## src/rtl/mem_arbiter.sv

```systemverilog
// mem_arbiter: shares one single-port RAM between two requesters, A and B.
//
// With MEM_ARB_INIT_EN defined, the block first clears addresses 0..RAM_DEPTH-1.
// It writes one word per cycle and does not grant requests during this sweep.
// It then enters the serving state. Without the macro, it serves requests from
// the first cycle after reset.
// Serving grants at most one request per cycle, and grants always go to the
// requester that is asking. When both ask, the requester holding priority wins.
// Priority then passes to the other requester.
//
// Ports
//   clk, reset                 clock; synchronous active-high reset
//   a_*/b_* valid/ready        request handshake per requester
//   a_*/b_* we/addr/wdata      request payload (we: 1 = write, 0 = read)
//   a_rvalid/b_rvalid, rdata   read response, one cycle after the read grant
//   mem_addr/mem_write_data/
//   mem_write_enable           RAM control, combinational from the grant
//   mem_read_data              RAM registered read output
//   init_done                  high while serving requests
module mem_arbiter #(
  parameter int unsigned DATA_WIDTH = 8,
  parameter int unsigned ADDR_WIDTH = 10,
  parameter int unsigned RAM_DEPTH  = 1 << ADDR_WIDTH
) (
  input  logic                  clk,
  input  logic                  reset,
  input  logic                  a_valid,
  output logic                  a_ready,
  input  logic                  a_we,
  input  logic [ADDR_WIDTH-1:0] a_addr,
  input  logic [DATA_WIDTH-1:0] a_wdata,
  output logic                  a_rvalid,
  input  logic                  b_valid,
  output logic                  b_ready,
  input  logic                  b_we,
  input  logic [ADDR_WIDTH-1:0] b_addr,
  input  logic [DATA_WIDTH-1:0] b_wdata,
  output logic                  b_rvalid,
  output logic [DATA_WIDTH-1:0] rdata,
  output logic [ADDR_WIDTH-1:0] mem_addr,
  output logic [DATA_WIDTH-1:0] mem_write_data,
  output logic                  mem_write_enable,
  input  logic [DATA_WIDTH-1:0] mem_read_data,
  output logic                  init_done
);

  if (RAM_DEPTH == 0 || RAM_DEPTH > (1 << ADDR_WIDTH)) begin : g_depth_check
    $error("RAM_DEPTH must lie in 1 .. 2**ADDR_WIDTH");
  end

  logic                  in_init;
  logic [ADDR_WIDTH-1:0] init_addr;

`ifdef MEM_ARB_INIT_EN
  typedef enum logic {StInit, StServe} state_e;

  localparam logic [ADDR_WIDTH-1:0] LastAddr = ADDR_WIDTH'(RAM_DEPTH - 1);

  state_e                state_q, state_d;
  logic [ADDR_WIDTH-1:0] cnt_q, cnt_d;

  always_ff @(posedge clk) begin
    if (reset) begin
      state_q <= StInit;
      cnt_q   <= '0;
    end else begin
      state_q <= state_d;
      cnt_q   <= cnt_d;
    end
  end

  always_comb begin
    state_d = state_q;
    cnt_d   = cnt_q;
    if (state_q == StInit) begin
      cnt_d = cnt_q + 1'b1;
      if (cnt_q == LastAddr) begin
        state_d = StServe;
        cnt_d   = '0;
      end
    end
  end

  assign in_init   = (state_q == StInit);
  assign init_addr = cnt_q;
`else
  assign in_init   = 1'b0;
  assign init_addr = '0;
`endif

  logic prio_b_q;  // 0: A holds priority, 1: B holds priority
  logic a_rvalid_q, b_rvalid_q;

  // Grant and RAM drive. Reset blanks every output combinationally.
  // This also suppresses a read response that is in flight when reset rises.
  always_comb begin
    a_ready          = 1'b0;
    b_ready          = 1'b0;
    init_done        = 1'b0;
    mem_addr         = '0;
    mem_write_data   = '0;
    mem_write_enable = 1'b0;
    if (!reset) begin
      if (in_init) begin
        mem_addr         = init_addr;
        mem_write_enable = 1'b1;
      end else begin
        init_done = 1'b1;
        if (a_valid && (!b_valid || !prio_b_q)) begin
          a_ready = 1'b1;
        end else if (b_valid) begin
          b_ready = 1'b1;
        end
        if (a_ready) begin
          mem_addr         = a_addr;
          mem_write_data   = a_wdata;
          mem_write_enable = a_we;
        end else if (b_ready) begin
          mem_addr         = b_addr;
          mem_write_data   = b_wdata;
          mem_write_enable = b_we;
        end
      end
    end
  end

  always_ff @(posedge clk) begin
    if (reset) begin
      prio_b_q   <= 1'b0;
      a_rvalid_q <= 1'b0;
      b_rvalid_q <= 1'b0;
    end else begin
      if (a_ready) begin
        prio_b_q <= 1'b1;
      end else if (b_ready) begin
        prio_b_q <= 1'b0;
      end
      a_rvalid_q <= a_ready && !a_we;
      b_rvalid_q <= b_ready && !b_we;
    end
  end

  assign a_rvalid = a_rvalid_q && !reset;
  assign b_rvalid = b_rvalid_q && !reset;
  assign rdata    = mem_read_data;

endmodule

```

## config.mk

```make
export PLATFORM = sky130hd
export DESIGN_NAME = mem_arbiter
export DESIGN_NICKNAME = d
export VERILOG_FILES = /design/src/rtl/mem_arbiter.sv
export SDC_FILE = /design/constraint.sdc
export NUM_CORES = 1
export LEC_CHECK = 0
export ABC_CLOCK_PERIOD_IN_PS = 1200
export CORE_AREA = 10 10 52 75
export DETAILED_ROUTE_END_ITERATION = 7
export DIE_AREA = 0 0 62 85
export GPL_TIMING_DRIVEN = 0
export PLACE_DENSITY = 0.74
export SLEW_MARGIN = 25
export SYNTH_ARGS = -nofsm -noshare
export SYNTH_HDL_FRONTEND = slang
export SYNTH_SLANG_ARGS = --single-unit
```

## constraint.sdc

```tcl
create_clock -name clk -period 1.2 [get_ports clk]
set_clock_uncertainty 0.2 [all_clocks]
set_input_delay 0.12 -clock clk [delete_from_list [all_inputs] [get_ports clk]]
set_output_delay 0.12 -clock clk [all_outputs]
set_load 0.01 [all_outputs]
```

# [Word-level counts from Yosys, hierarchy flattened]
# Index checks and enable logic that the tools add are counted.
# Widths: inputs -> output; s select.
[classes] muxes=19 n_reduce_logical=12
[op_table] operator="$mux 10" count=3
[op_table] operator="$mux 8" count=3
[op_table] operator="$mux 1" count=13
[op_table] operator="$logic_and 1x1->1" count=5
[op_table] operator="$logic_not 1->1" count=5
[op_table] operator="$reduce_bool 2->1" count=1
[op_table] operator="$logic_or 1x1->1" count=1
[word_totals] wordCells=34 input_bits=50 ff_bits=3 output_inout_bits=32

# [Depth between registers and ports, before layout]
[logic_depth] word_depth=8 depth_mapped=4

# [Worst setup path before layout]
# No wires, ideal clock.
[synth_path] path_type="reg-to-output" start="register prio_b_q" end="output mem_addr[6]" required_time_ps=880 stages_incl_launch_ff=5 arrival_ps=977 slack_ps=-97 path_cell_list="dfxtp_1 > a21boi_4 > buf_4 > a32oi_1 > nor2_1"
[synth_between] elab_chain_len=8 elab_cells_between_ends=10 classes_between="7 x mux; 3 x reduce/logical"
[synth_rtl] element="start: declaration" line_no="91" text="logic prio_b_q;"
[synth_rtl] element="start signal: assignment" line_no="129" text="prio_b_q <= 1'b0;"
[synth_rtl] element="start signal: assignment" line_no="134" text="prio_b_q <= 1'b1;"
[synth_rtl] element="start signal: assignment" line_no="136" text="prio_b_q <= 1'b0;"
[synth_rtl] element="$logic_not 1->1 (*)" line_no="109" text="if (a_valid && (!b_valid || !prio_b_q)) begin"
[synth_rtl] element="$logic_or 1x1->1 (*)" line_no="109"
[synth_rtl] element="$logic_and 1x1->1 (*)" line_no="109"
[synth_rtl] element="$mux 1" line_no="109"
[synth_rtl] element="$mux 1" line_no="103" text="if (!reset) begin"
[synth_rtl] element="$mux 10" line_no="118" text="end else if (b_ready) begin"
[synth_rtl] element="$mux 10 (*)" line_no="114" text="if (a_ready) begin"
[synth_rtl] element="$mux 10 (*)" line_no="103"
[synth_rtl] element="end: declaration" line_no="40" text="output logic [ADDR_WIDTH-1:0] mem_addr,"
# Every way passes the cells marked *; elsewhere a longest branch is shown, timed or not. The select of a mux whose other input is x is not followed.

# [Worst setup path in the final report]
[layout_path] start="register prio_b_q" end="output mem_addr[3]"
# The elaborated chain is that of the path after synthesis.

==> out/results.txt <==
Buffers inserted during clock tree synthesis total 3. From left edge to right edge, the die measures 62 um. Once detailed placement completed, the half-perimeter wirelength came to 2.68 mm. The count of unresolved DRC violations after routing is 0.

The count of inserted antenna diode cells is 0. Maximum buffer depth of the clock tree: 2. The total power density per cell area was 679 nW/um2; the total die area was 5270 um2.

The detailed-routing iteration count for the pre-antenna-repair pass is 4, and the synthesized net count is 121. Static timing analysis puts the maximum clock frequency at 632 MHz. VDD sags by at most 0.713 mV. The post-route netlist has 33.6% of its cells at a drive strength greater than 1. The tools report the net switching power as 0.000263 W. The run gives 180 as the post-placement cell count. The average routed wire per standard cell is 17.3 um, and the leakage power is 0.574 nW.

Yosys printed 0 warnings. The final layout contains 203 nets. The initial antenna violation count came out at 0. The first-pass GRT wire length was 4.77 mm. Top flip-flop cell by instance count after synthesis: dfxtp_1. Among all cell types in the netlist, the one instantiated most often is nor2_1. The mapped netlist covers 473 um2. The combined buffer and inverter count along the critical path is 2. After layout, the worst path uses 132% of the clock period.

The critical path is of the register to primary output type. Per report_power, the clock group accounts for 34.5% of the total. The total count of max-transition violations in the final report was 0. Compared with the post-synthesis result, the final layout area differs by 171%. The cell taking the most area after synthesis is a32oi_1. The share of synthesized registers carrying an async set or reset came out at 0%. Dividing the synthesized area by the synthesized cell count gives 6.66 um2.

The floorplan has 23 rows. In this run, the combinational gates consume 52.7% of the power. Data arrives at the worst endpoint at 1.26 ns. The run gives 0.21 ns as the source-to-sink clock delay at the later pin of the worst-skew pair. Counting flops and latches in the post-synthesis netlist gives 3. Sorting the synthesized cells by how often they occur yields nor2_1 (22), a32oi_1 (19), buf_4 (9).

Antenna violation net count after detailed routing: 0. Entering global routing, the biggest net connects 11 pins. The internal cell power was 0.000607 W; the global-route usage over all layers was 11.7%. At the end of routability-driven placement, the weighted congestion stood at 0.739. For this design, the sink count on the clock tree is 3. The number of unique standard cell types used by synthesis is 14.

The total area inside the core boundary comes to 2620 um2. The tools report the via count of the first global-routing pass as 1007. The via count of the routed design was 879. The register clock-pin slew on the reported worst setup and hold paths came out at 0.03 ns. In this run the clock root is driven by a clkbuf_8. For the number of non-filler instances in the completed layout, the log shows 189. Net switching is 30.3% of the power.

For the post-layout utilization of the core, the log shows 49.0%. Dividing the detail-routed via count by the number of cells gives 4.65. STA classifies the critical path startpoint as a register. Sequential cells burn 12.7% of the power. Counting flops with a built-in enable in the synthesized netlist gives 0. The tightest min-delay check is of the primary input to register type. After synthesis, the largest area contributor takes up 35.2% of total cell area. The largest single stage delay on the critical path is 0.33 ns.

The worst setup path is captured at a primary output. The first routing iteration left 32 violations. Ranked by total cell area, the synthesized netlist is headed by a32oi_1 (35%), nor2_1 (17%), buf_4 (14%), dfxtp_1 (13%), a21boi_4 (4.0%). TritonCTS built the clock tree. For the pin with the worst max-slew slack, the measured transition is 0.433 ns. The checks that failed: negative setup slack. The signal on the critical path passes through a21boi_4, buf_6, a32oi_1, nor2_1, buf_2.

The least setup slack across all paths after layout came out at -0.383 ns. Port buffering added 72 buffers. The highest fanout seen on the critical path is 5, and the count of final setup violators is 21. For the number of hold violations in the final report, the log shows 0. Instance count of the mapped netlist: 71. The run gives 3.27 mm as the overall routed net length.

The number of inserted filler cells in the final layout was 252; the H-tree depth was 1. 82 I/O pins were placed. The gate family responsible for the most delay along the worst path is flip-flops. For this run, the register share of the synthesized area comes to 12.7%. The flow ran to the end, but the final reports show violations. For the effective utilization at floorplan, the log shows 18.1%. The required time of the critical path was 0.88 ns; the die span in y was 85 um. Setup repair after global routing could not meet its margin everywhere. On the critical path, the stage with the largest delay is an instance of dfxtp_2. The tools report the sum of overflow across all layers after global routing as 0. The worst slew slack as a fraction of its limit was 71.2%.

Final critical-path required period: 1.58 ns. Max-cap violations in this run came to 0.
==> cell type report <==
class | instances | area [um2] | share of cell area (%)
buffer | 16 | 135 | 10.5
multi-input combinational | 51 | 338 | 26.3
tap | 37 | 46.3 | 3.61
timing repair buffer | 77 | 653 | 50.9
clock buffer | 4 | 45.0 | 3.51
sequential | 3 | 61.3 | 4.78
inverter | 1 | 3.75 | 0.293
==> layout by cell type, fill, tap and decap left out <==
cell / count
clkbuf_2: 1
nor2_2: 1
dlygate4sd3_1: 1
o21ai_0: 1
dlygate4sd2_1: 3
inv_1: 1
clkdlybuf4s50_1: 46
buf_4: 10
a21boi_4: 1
clkbuf_8: 4
clkbuf_1: 2
nor2b_1: 2
a32oi_2: 2
nand2_1: 3
a32oi_1: 17
nor3_1: 2
buf_2: 23
nand2b_4: 1
clkbuf_4: 1
nor2_1: 21
buf_8: 1
buf_6: 5
dfxtp_2: 1
dfxtp_1: 2
==> repair_timing <==
| item | in CTS | in global routing |
|---|---|---|
| cloned | 1 | 0 |
| endpoints found under the hold margin | 1 | 0 |
| buffers inserted | 3 | 0 |
| hold buffers | 1 | 0 |
| pin swaps | 10 | 2 |
| resized for setup | 110 | 2 |
| setup endpoints to repair | 25 | 21 |
==> state kept, by name, summed over array words and instances, names as in the netlist <==
| name | cells |
|---|---|
| a_rvalid_q | 1 |
| b_rvalid_q | 1 |
| prio_b_q | 1 |
==> logic make-up after synthesis <==
logic type	synth area share, %
AND/OR/NAND/NOR	25.9
AO/OA/AOI/OAI	40.2
buffers and inverters	21.2
flip-flops	12.7
==> metrics by stage <==
step           setup TNS, ns  total power, W  setup WS, ns  hold slack (ns)  area, um2
2_1_floorplan         -0.815        0.000287       -0.0938         -0.00321        489
3_3_place_gp          -22.10        0.000572         -1.04            0.265       1260
3_5_place_dp          -22.74        0.000578         -1.08            0.274       1260
4_1_cts                -7.23        0.000883        -0.388          0.00779       1270
5_1_grt                -9.04        0.000926        -0.484           0.0249       1280
6_report               -7.12        0.000870        -0.383           0.0159       1280
==> metal layers <==
layer  vias up  global-route usage, %  share of wire [%]
met4         0                   2.45               0.37
met3         2                   7.76                 16
met1       377                   11.2                 38
met2        77                   19.9                 45
li1        423                      -                  -
met5         -                      0                  0
==> power groups by stage <==
stage / Sequential [W] / Combinational [W] / Clock, W
2_1_floorplan: 0.000111 / 0.000176 / 0
3_3_place_gp: 0.000112 / 0.000460 / 0
3_5_place_dp: 0.000112 / 0.000466 / 0
4_1_cts: 0.000111 / 0.000459 / 0.000313
5_1_grt: 0.000112 / 0.000493 / 0.000321
6_report: 0.000111 / 0.000459 / 0.000301
==> path summary, 6_finish.rpt <==
check | from | endpoint | slack, ns | cells past startpoint
hold reg to reg | prio_b_q$_SDFFE_PP0P_ | prio_b_q$_SDFFE_PP0P_ | 0.39 | 2
setup reg to reg | prio_b_q$_SDFFE_PP0P_ | b_rvalid_q$_SDFF_PP0_ | 0.06 | 4
hold / removal | reset | b_rvalid_q$_SDFF_PP0_ | 0.02 | 2
setup / recovery | prio_b_q$_SDFFE_PP0P_ | mem_addr[3] | -0.38 | 5
Note: power is estimated with default switching activity, not from simulation.
